File: src/rtl/predictor_update_scheduler_pkg.sv
// Shared constants and types for the branch-predictor update scheduler.
// Table geometry, FIFO depth, FSM encoding and the queued-update record.
package predictor_update_scheduler_pkg;

    localparam int ADDR_W          = 32;
    localparam int PREDICTOR_SIZE  = 512;
    localparam int IDX_W           = 9;
    localparam int FIFO_DEPTH      = 4;
    localparam logic [1:0] INIT_VALUE = 2'b01;

    localparam logic TRUE  = 1'b1;
    localparam logic FALSE = 1'b0;

    typedef logic [ADDR_W-1:0] addr_t;
    typedef logic [IDX_W-1:0]  idx_t;

    typedef enum logic {
        ST_CLEAR = 1'b0,
        ST_DRAIN = 1'b1
    } state_t;

    // One pending training update: table index plus branch direction.
    typedef struct packed {
        idx_t index;
        logic taken;
    } update_t;

endpackage

File: src/rtl/predictor_update_fifo.sv
// Small power-of-two FIFO holding pending predictor training updates.
// Head is read combinationally so a pop can issue in the same cycle.
module predictor_update_fifo #(
    parameter int DEPTH = 4,
    parameter int WIDTH = 10
) (
    input  logic             clk,
    input  logic             srst,
    input  logic             push,
    input  logic             pop,
    input  logic             flush,
    input  logic [WIDTH-1:0] push_data,
    output logic [WIDTH-1:0] head_data,
    output logic             full,
    output logic             empty
);

    localparam int PTR_W = (DEPTH > 1) ? $clog2(DEPTH) : 1;

    logic [PTR_W-1:0] wr_ptr_reg;
    logic [PTR_W-1:0] rd_ptr_reg;
    logic [PTR_W:0]   count_reg;
    logic [WIDTH-1:0] mem [DEPTH];

    logic push_ok;
    logic pop_ok;

    assign full      = (count_reg == (PTR_W+1)'(DEPTH));
    assign empty     = (count_reg == '0);
    assign head_data = mem[rd_ptr_reg];

    // Full is decided from registered occupancy only, so a same-cycle pop
    // never lets a push into a full FIFO.
    assign push_ok = push && !full && !flush;
    assign pop_ok  = pop && !empty;

    always_ff @(posedge clk) begin
        if (push_ok) begin
            mem[wr_ptr_reg] <= push_data;
        end
    end

    always_ff @(posedge clk) begin
        if (srst || flush) begin
            wr_ptr_reg <= '0;
            rd_ptr_reg <= '0;
            count_reg  <= '0;
        end else begin
            if (push_ok) begin
                wr_ptr_reg <= wr_ptr_reg + 1'b1;
            end
            if (pop_ok) begin
                rd_ptr_reg <= rd_ptr_reg + 1'b1;
            end
            count_reg <= count_reg + (PTR_W+1)'(push_ok) - (PTR_W+1)'(pop_ok);
        end
    end

endmodule

File: src/rtl/predictor_update_scheduler.sv
// Serialises table-init walks and committed-branch training updates onto
// the predictor's single counter-table write port.
module predictor_update_scheduler
    import predictor_update_scheduler_pkg::*;
(
    input  logic             clk_in,
    input  logic             rst_in,
    input  logic             rdy_in,
    input  logic             enable_from_reorderbuffer,
    input  logic [ADDR_W-1:0] inst_addr_from_reorderbuffer,
    input  logic             jump_result_from_reorderbuffer,
    output logic             full_to_reorderbuffer,
    input  logic             clear_req,
    output logic             busy_out,
    output logic             wr_en_to_predictor,
    output logic [IDX_W-1:0] wr_index_to_predictor,
    output logic             wr_init_to_predictor,
    output logic             wr_taken_to_predictor
);

    state_t state_reg, state_next;
    idx_t   walk_reg, walk_next;

    logic   wr_en_reg, wr_en_next;
    idx_t   wr_index_reg, wr_index_next;
    logic   wr_init_reg, wr_init_next;
    logic   wr_taken_reg, wr_taken_next;
    logic   busy_reg, busy_next;

    logic    fifo_push;
    logic    fifo_pop;
    logic    fifo_flush;
    logic    fifo_full;
    logic    fifo_empty;
    update_t fifo_in;
    update_t fifo_head;

    // Only the low PC bits index the table.
    logic addr_unused;
    assign addr_unused = ^inst_addr_from_reorderbuffer[ADDR_W-1:IDX_W];

    assign fifo_in.index = inst_addr_from_reorderbuffer[IDX_W-1:0];
    assign fifo_in.taken = jump_result_from_reorderbuffer;

    predictor_update_fifo #(
        .DEPTH (FIFO_DEPTH),
        .WIDTH ($bits(update_t))
    ) u_fifo (
        .clk       (clk_in),
        .srst      (rst_in),
        .push      (fifo_push),
        .pop       (fifo_pop),
        .flush     (fifo_flush),
        .push_data (fifo_in),
        .head_data (fifo_head),
        .full      (fifo_full),
        .empty     (fifo_empty)
    );

    always_ff @(posedge clk_in) begin
        if (rst_in) begin
            state_reg    <= ST_CLEAR;
            walk_reg     <= '0;
            wr_en_reg    <= FALSE;
            wr_index_reg <= '0;
            wr_init_reg  <= FALSE;
            wr_taken_reg <= FALSE;
            busy_reg     <= FALSE;
        end else begin
            state_reg    <= state_next;
            walk_reg     <= walk_next;
            wr_en_reg    <= wr_en_next;
            wr_index_reg <= wr_index_next;
            wr_init_reg  <= wr_init_next;
            wr_taken_reg <= wr_taken_next;
            busy_reg     <= busy_next;
        end
    end

    always_comb begin
        state_next    = state_reg;
        walk_next     = walk_reg;
        wr_en_next    = FALSE;
        wr_index_next = wr_index_reg;
        wr_init_next  = wr_init_reg;
        wr_taken_next = wr_taken_reg;
        busy_next     = busy_reg;
        fifo_push     = FALSE;
        fifo_pop      = FALSE;
        fifo_flush    = FALSE;

        if (rdy_in) begin
            fifo_push = enable_from_reorderbuffer;
            // Busy tracks the state that produced the write being presented.
            busy_next = (state_reg == ST_CLEAR);
            unique case (state_reg)
                ST_CLEAR: begin
                    wr_en_next    = TRUE;
                    wr_init_next  = TRUE;
                    wr_taken_next = FALSE;
                    if (clear_req) begin
                        wr_index_next = '0;
                        walk_next     = idx_t'(1);
                    end else begin
                        wr_index_next = walk_reg;
                        walk_next     = walk_reg + 1'b1;
                        if (walk_reg == idx_t'(PREDICTOR_SIZE - 1)) begin
                            state_next = ST_DRAIN;
                        end
                    end
                end
                ST_DRAIN: begin
                    if (!fifo_empty) begin
                        fifo_pop      = TRUE;
                        wr_en_next    = TRUE;
                        wr_init_next  = FALSE;
                        wr_index_next = fifo_head.index;
                        wr_taken_next = fifo_head.taken;
                    end
                    // Queued history is stale once the table is wiped.
                    if (clear_req) begin
                        state_next = ST_CLEAR;
                        walk_next  = '0;
                        fifo_flush = TRUE;
                    end
                end
                default: state_next = ST_CLEAR;
            endcase
        end
    end

    assign full_to_reorderbuffer = fifo_full;
    assign busy_out              = busy_reg;
    assign wr_en_to_predictor    = wr_en_reg;
    assign wr_index_to_predictor = wr_index_reg;
    assign wr_init_to_predictor  = wr_init_reg;
    assign wr_taken_to_predictor = wr_taken_reg;

endmodule

File: config.mk
export PLATFORM = sky130hd
export DESIGN_NAME = predictor_update_scheduler
export DESIGN_NICKNAME = d
export VERILOG_FILES = /design/src/rtl/predictor_update_scheduler_pkg.sv /design/src/rtl/predictor_update_fifo.sv /design/src/rtl/predictor_update_scheduler.sv
export SDC_FILE = /design/constraint.sdc
export NUM_CORES = 1
export LEC_CHECK = 0
export ABC_AREA = 1
export BUFFER_PORTS_ARGS = -buffer_cell sky130_fd_sc_hd__clkbuf_2
export CAP_MARGIN = 15
export CORE_MARGIN = 5
export CORE_UTILIZATION = 51
export CTS_CLUSTER_DIAMETER = 80
export DETAILED_ROUTE_END_ITERATION = 10
export HOLD_SLACK_MARGIN = 0.12
export PLACE_DENSITY = 0.76
export SYNTH_ARGS = -nofsm -noshare
export SYNTH_HDL_FRONTEND = slang
export SYNTH_SLANG_ARGS = --single-unit
File: constraint.sdc
create_clock -name clk_in -period 1.9 [get_ports clk_in]
set_clock_uncertainty 0.15 [all_clocks]
set_input_delay 0.38 -clock clk_in [delete_from_list [all_inputs] [get_ports clk_in]]
set_output_delay 0.38 -clock clk_in [all_outputs]
set_load 0.1 [all_outputs]
==> key figures, run 1 <==
Floorplan
  • # IOs: 52
  • DIE HEIGHT: 89.85 µm
  • Die W: 89.85 µm
  • Core Area: 0.006277 mm²
  • DIE AREA: 0.008073 mm²
  • # rows: 29
  • Initial Util: 51.80%

Drt
  • Via count: 2,547
  • Drt pass-1 iters: 4
  • Post-route ant nets: 0
  • Wire per inst: 13.05 µm
  • 1st-iter DRT viols: 237
  • DRC violations left: 0
  • Mean number of vias per cell: 4.946
  • Final wirelength: 6719 µm

Clock network
  • Clk buf depth: 2
  • Clock Tree Root: clkbuf_8
  • H-tree depth: 3
  • CTS tree: built
  • Cts bufs inserted: 9
  • Setup bufs post-CTS: 0
  • Clock Latency Late Sink: 0.35 ns
  • Clock Pin Slew Worst Setup and Hold Paths: 0.07 ns
  • Clk sinks: 72

Synthesis
  • Synthesized instance count: 374
  • Most common cell in the synthesized netlist: nand2_1
  • Synthesized Nets: 421
  • Post-synth EDFFs: 40
  • Post-synthesis sequential area ratio: 56.64%
  • Top_reg_cell synth: edfxtp_1
  • Ys Warns: 0
  • Synth area leaders: edfxtp_1 37%, dfxtp_1 20%, nand2_1 11%
  • Synth cell types: 28
  • Asr flop ratio synth: 0%
  • Post-synth top cells: 95 x nand2_1, 66 x inv_1, 46 x nand3_1
  • Synth area leader: edfxtp_1
  • #FFs+latches synth: 72
  • Syn avg cell area: 8.695 µm²
  • Synth Cell Area: 0.003252 mm²
  • Share of the synthesized area in the top cell type: 36.94%

Placed design
  • Placed Cells: 488
  • HPWL after detailed placement: 4664 µm
  • RD Place Congestion: 0.8882
  • Cell Area, Placed: 0.003582 mm²
  • Buffers on Ports: 28

Critical path
  • FF-to-FF path depth: 10
  • Crit. End Element: register
  • Setup CP Type: reg2reg
  • Req. time, crit path: 2.03 ns
  • Critical path's slowest cell: fa_2
  • Crit path depth: 10
  • Critical path peak fanout: 2
  • Worst EP arrival: 2.02 ns
  • Top cell family by delay on the critical path: adder cells
  • Worst-path cell chain: nor2_4 -> a21oi_4 -> ha_4 -> inv_2 -> ha_4 -> inv_2 -> fa_2 -> xor2_1 -> inv_1 -> nor2_1
  • Largest stage delay, worst path: 0.37 ns
  • Setup crit start kind: register
  • Worst Path Buf+Inv: 3

Finish
  • # nets final: 480
  • Layout area overhead: 21.01%
  • Max FFs per register: 40
  • Design Area, Final: 0.003935 mm²
  • Post-route insts no fill: 515
  • Ant. Diodes: 0
  • Fill count: 508
  • Share of layout cells above drive strength 1: 20.32%

STA
  • Minimum clock period: 1.891 ns
  • RSZ-0062 raised after global routing: true
  • Max Freq: 528.9 MHz
  • Worst-Margin Slew: 0.5490 ns
  • Final Cycle Share: 99.52%
  • Count of final hold-check violations: 0
  • Max-slew headroom: 63.55%
  • # setup viols final: 0
  • Fin. max-slew vios: 0

Min path
  • WHS Path Cells: 4
  • Hold Path Class: in2reg

Power and ir drop
  • Reg power frac: 52.8%
  • Power share of the combinational group: 9.7%
  • Total power: 3.230 mW
  • Int Pwr: 2.453 mW
  • Peak supply drop: 0.5583 mV
  • Pleak: 1.809 nW
  • Power density over the cells: 820.9 mW/mm²
  • Fraction of power spent switching nets: 24.07%
  • Clock power frac: 37.5%
  • Reported net switching power: 0.7776 mW

Global routing
  • Initial antenna violation count: 0
  • Largest net degree at the start of global routing: 25
  • Vias in the first global route: 2,430
  • Overall Global Routing Usage: 17.23%
  • First-pass GRT wire length: 11,030 µm
  • Overflow after GRT: 0

Run
  • Max Cap Violations: 0

Run status
  • Status: finished clean
[cell type report]
cell class / instances / area (µm²) / area share (%)
clock buffers: 12 / 187.7 / 4.769
clock inverters: 4 / 22.52 / 0.5723
inverters: 68 / 255.2 / 6.486
multi-input cells: 224 / 1119 / 28.43
flip-flops and latches: 72 / 1847 / 46.93
well taps: 77 / 96.34 / 2.448
repair buffers: 58 / 407.9 / 10.37
[through the flow]
| step | hold WS, ns | utilization [%] | worst slack (ns) | TNS [ns] |
|---|---|---|---|---|
| after floorplan | 0.2888 | - | -0.06089 | -0.1174 |
| after global placement | 0.3131 | 57.07 | -0.08817 | -0.1613 |
| after detailed placement | 0.3154 | 57.07 | -0.1243 | -0.2276 |
| after CTS | 0.2689 | 62.19 | 0.003657 | 0 |
| after global routing | 0.2903 | 62.69 | -0.09633 | -0.09633 |
| final | 0.2834 | 62.69 | 0.009171 | 0 |
[worst reg2reg max path, stage by stage, from the launching register on]
cell and delay (ns):
dfxtp_2 0.36, nor2_4 0.05, a21oi_4 0.17, ha_4 0.22, inv_2 0.06, ha_4 0.12, inv_2 0.03, fa_2 0.37
xor2_1 0.15, inv_1 0.05, nor2_1 0.10
[worst paths after layout]
path                             from                  endpoint  slack [ns]
min                         clear_req               walk_reg[0]        0.28
min reg2reg  wr_index_to_predictor[3]  wr_index_to_predictor[3]        0.32
max reg2reg       u_fifo.count_reg[1]       u_fifo.count_reg[2]       0.009
max               u_fifo.count_reg[1]       u_fifo.count_reg[2]       0.009
[routing by layer]
layer	GRT usage [%]	wire length [µm]
met1	20.75	2859
met3	5.760	458
met5	0	0
met4	8.809	195
met2	27.44	3206
[cells by family (layout without fill, tap and decap cells)]
family                     after synthesis  count (layout)  share of synthesized area [%]
xor gates and xnor gates                 1               1                         0.2694
adders and majority gates                9               9                          3.694
buffers and inverters                   78             142                          10.04
and+or+nand+nor                        198             198                          26.43
AOI/OAI and AO/OA                       16              16                          2.924
DFF                                     72              72                          56.64
[repair_timing]
action	4_1_cts	5_1_grt
gates resized for setup	1	12
pin swaps	0	6
setup endpoints to repair	1	3
hold endpoints to repair	41	0
hold buffers	11	0
cloned	0	0
[placed cells by master, fill, tap and decap left out]
cell type,count
nand2_1,94
inv_1,61
nand3_1,46
nor2_1,41
edfxtp_1,40
dfxtp_1,28
clkbuf_2,27
buf_4,19
dlygate4sd3_1,11
clkbuf_8,10
a21oi_1,7
o21ai_0,7
inv_2,6
ha_1,6
nand2_2,4
dfxtp_2,4
nor3_1,3
clkinv_2,3
nand3_2,2
nand4_1,2
ha_4,2
clkbuf_16,2
nor2_4,1
nand2_4,1
a21oi_4,1
nor4_1,1
nor2_2,1
nor3_2,1
nand4_2,1
clkinv_1,1
a21oi_2,1
xor2_1,1
fa_2,1
clkinvlp_4,1
buf_12,1
[power groups by stage]
stage | registers [mW] | clock network, mW | logic [mW]
2_1_floorplan | 1.80 | 0 | 0.134
3_3_place_gp | 1.74 | 0 | 0.279
3_5_place_dp | 1.74 | 0 | 0.286
4_1_cts | 1.70 | 1.24 | 0.304
5_1_grt | 1.71 | 1.30 | 0.346
6_report | 1.71 | 1.21 | 0.312
Note: power is estimated with default switching activity, not from simulation.
==> run 2, diff against run 1 <==
--- a/config.mk
+++ b/config.mk
@@ -11,3 +11,3 @@
 export CORE_MARGIN = 5
-export CORE_UTILIZATION = 51
+export CORE_UTILIZATION = 50
 export CTS_CLUSTER_DIAMETER = 80
@@ -15,3 +15,3 @@
 export HOLD_SLACK_MARGIN = 0.12
-export PLACE_DENSITY = 0.76
+export PLACE_DENSITY = 0.75
 export SYNTH_ARGS = -nofsm -noshare
==> constraint.sdc (replaced) <==
create_clock -name clk_in -period 1.9 [get_ports clk_in]
set_clock_uncertainty 0.15 [all_clocks]
set_input_delay 0.285 -clock clk_in [delete_from_list [all_inputs] [get_ports clk_in]]
set_output_delay 0.285 -clock clk_in [all_outputs]
set_load 0.1 [all_outputs]
==> run 2 against run 1 <==
Effect of this change: die area rose by 1.8%; sequential power barely moved; flip-flop and latch count did not move; cell area fell by 2.1%; power fell by 5.1%; critical endpoint unchanged; largest cell class unchanged; highest routed layer unchanged.
==> key figures, run 2 (same netlist as run 1, synthesis figures left out) <==
Run status
  • Status: finished clean (unchanged)

Finish
  • Max FFs per register: 40 (unchanged)
  • Share of layout cells above drive strength 1: 18.31% (was 20.32%)
  • # nets final: 479 (was 480)
  • Most frequent cells in the layout: 95 x nand2_1, 65 x inv_1, 46 x nand3_1, 40 x nor2_1, 40 x edfxtp_1 (was 94 x nand2_1, 61 x inv_1, 46 x nand3_1, 41 x nor2_1, 40 x edfxtp_1)
  • Layout area overhead: 18.43% (was 21.01%)
  • Most common cell after layout, fill and taps aside: nand2_1 (unchanged)
  • Post-route insts no fill: 514 (was 515)
  • Ant. Diodes: 0 (unchanged)
  • Fill count: 534 (was 508)

Drt
  • DRC violations left: 0 (unchanged)
  • Final wirelength: 6559 µm (was 6719 µm)
  • Drt pass-1 iters: 4 (unchanged)
  • Highest metal used: met4 (unchanged)
  • 1st-iter DRT viols: 155 (was 237)
  • Post-route ant nets: 0 (unchanged)
  • Met2 WL: 3199 µm (was 3206 µm)
  • Mean number of vias per cell: 4.825 (was 4.946)
  • Met3 WL: 388 µm (was 458 µm)
  • Wire per inst: 12.76 µm (was 13.05 µm)
  • Routed length on met1: 2828 µm (was 2859 µm)
  • Via count: 2,480 (was 2,547)

Clock network
  • Clk sinks: 72 (unchanged)
  • CTS tree: built (unchanged)
  • Clock Pin Slew Worst Setup and Hold Paths: 0.07 ns (about the same)
  • Setup bufs post-CTS: 0 (unchanged)
  • Clk buf depth: 2 (unchanged)
  • Clock Latency Late Sink: 0.34 ns (was 0.35 ns)
  • Cts bufs inserted: 9 (unchanged)
  • Clock Tree Root: clkbuf_8 (unchanged)
  • H-tree depth: 3 (unchanged)

Critical path
  • Setup CP Type: reg2reg (unchanged)
  • Critical Path Start: u_fifo.count_reg[0] (was u_fifo.count_reg[1])
  • Req. time, crit path: 1.98 ns (was 2.03 ns)
  • Setup crit start kind: register (unchanged)
  • Critical path peak fanout: 2 (unchanged)
  • Worst EP arrival: 1.92 ns (was 2.02 ns)
  • Reg-to-reg startpoint: u_fifo.count_reg[0] (was u_fifo.count_reg[1])
  • Crit. End Element: register (unchanged)

STA
  • Worst-Margin Slew: 0.5462 ns (was 0.5490 ns)
  • Post-route setup TNS: 0 ns (unchanged)
  • RSZ-0062 raised after global routing: true (unchanged)
  • Final Cycle Share: 97.21% (was 99.52%)
  • # setup viols final: 0 (unchanged)
  • Max Freq: 541.4 MHz (was 528.9 MHz)
  • Hold Slack: 0.1877 ns (was 0.2834 ns)
  • Minimum clock period: 1.847 ns (was 1.891 ns)
  • Fin. max-slew vios: 0 (unchanged)
  • Max-slew headroom: 63.74% (was 63.55%)
  • Count of final hold-check violations: 0 (unchanged)

Floorplan
  • DIE AREA: 0.008217 mm² (was 0.008073 mm²)
  • DIE HEIGHT: 90.65 µm (was 89.85 µm)
  • # IOs: 52 (unchanged)
  • Die W: 90.65 µm (was 89.85 µm)
  • # rows: 29 (unchanged)
  • Core Area: 0.006350 mm² (was 0.006277 mm²)
  • Initial Util: 51.21% (was 51.80%)

Power and ir drop
  • Pleak: 1.780 nW (was 1.809 nW)
  • Power density over the cells: 795.7 mW/mm² (was 820.9 mW/mm²)
  • Reported net switching power: 0.7413 mW (was 0.7776 mW)
  • Fraction of power spent switching nets: 24.19% (was 24.07%)
  • Power share of the combinational group: 9.7% (about the same)
  • Peak supply drop: 0.4534 mV (was 0.5583 mV)
  • Int Pwr: 2.323 mW (was 2.453 mW)
  • Clock power frac: 34.7% (was 37.5%)
  • Reg power frac: 55.6% (was 52.8%)

Placed design
  • HPWL after detailed placement: 4555 µm (was 4664 µm)
  • Placed Cells: 487 (was 488)
  • RD Place Congestion: 0.8819 (was 0.8882)
  • Buffers on Ports: 28 (unchanged)

Global routing
  • Overall Global Routing Usage: 17.48% (was 17.23%)
  • First-pass GRT wire length: 11,470 µm (was 11,030 µm)
  • Largest net degree at the start of global routing: 25 (unchanged)
  • Initial antenna violation count: 0 (unchanged)
  • Overflow after GRT: 0 (unchanged)
  • Vias in the first global route: 2,526 (was 2,430)

Run
  • Max Cap Violations: 0 (unchanged)

Min path
  • Hold wc startpoint: clear_req (unchanged)
  • Hold Path Class: in2reg (unchanged)
==> run 2: cell count changes in the layout (fill, tap and decap cells not counted), sizes merged <==
cell and delta:
clkinv -1, clkbuf +1, buf -1
==> run 2: layout make-up <==
cell class	instances	area, µm²	area share [%]
inverter	68	255.2	6.628
tap	77	96.34	2.502
clock inverter	3	17.52	0.4548
multi-input combinational	224	1089	28.27
timing repair buffer	57	387.9	10.07
sequential	72	1847	47.95
clock buffer	13	158.9	4.126
==> run 2: what timing repair did <==
item                                    4_1_cts  5_1_grt
resized for setup                             1        3
hold endpoints to repair                     45        0
hold buffers                                 11        0
endpoints found under the setup margin        1        2
pin swaps                                     0        2
==> run 2: worst paths after layout <==
| check | end | slack (ns) | depth (start not counted) |
|---|---|---|---|
| hold / removal | walk_reg[0] | 0.19 | 4 |
| hold reg to reg | busy_out | 0.32 | 2 |
| setup reg to reg | u_fifo.count_reg[2] | 0.05 | 10 |
| setup / recovery | u_fifo.count_reg[2] | 0.05 | 10 |
==> run 2: layer usage <==
layer  track usage (%)  up-vias
li1                  -     1288
met1             21.84     1110
met2             28.51       67
met3             4.417       15
met4             7.568        0
met5                 0        -
==> run 2: power by group through the flow <==
| stage | clock network [mW] | logic (mW) | registers, mW |
|---|---|---|---|
| 5_1_grt | 1.18 | 0.330 | 1.71 |
| 6_report | 1.06 | 0.296 | 1.71 |
| 3_3_place_gp | 0 | 0.271 | 1.74 |
| 3_5_place_dp | 0 | 0.276 | 1.74 |
| 4_1_cts | 1.09 | 0.295 | 1.70 |
| 2_1_floorplan | 0 | 0.131 | 1.80 |
==> run 2: worst max-delay path, stage by stage, from the launching register on <==
cell and delay (ns):
dfxtp_2 0.33, nor2_4 0.13, a21oi_4 0.06, ha_1 0.26, inv_1 0.05, ha_1 0.13, inv_1 0.05, fa_2 0.33
xor2_1 0.14, inv_1 0.06, nor2_2 0.03
==> run 2: through the flow <==
stage          power, mW  utilization, %  cell area [µm²]  setup WS [ns]
2_1_floorplan      1.929               -             3257        0.01775
3_3_place_gp       2.008           56.06             3560       0.005579
3_5_place_dp       2.015           56.06             3560       -0.01661
4_1_cts            3.090           60.59             3847        0.01596
5_1_grt            3.222           60.65             3851       -0.01129
6_report           3.065           60.65             3851        0.05302
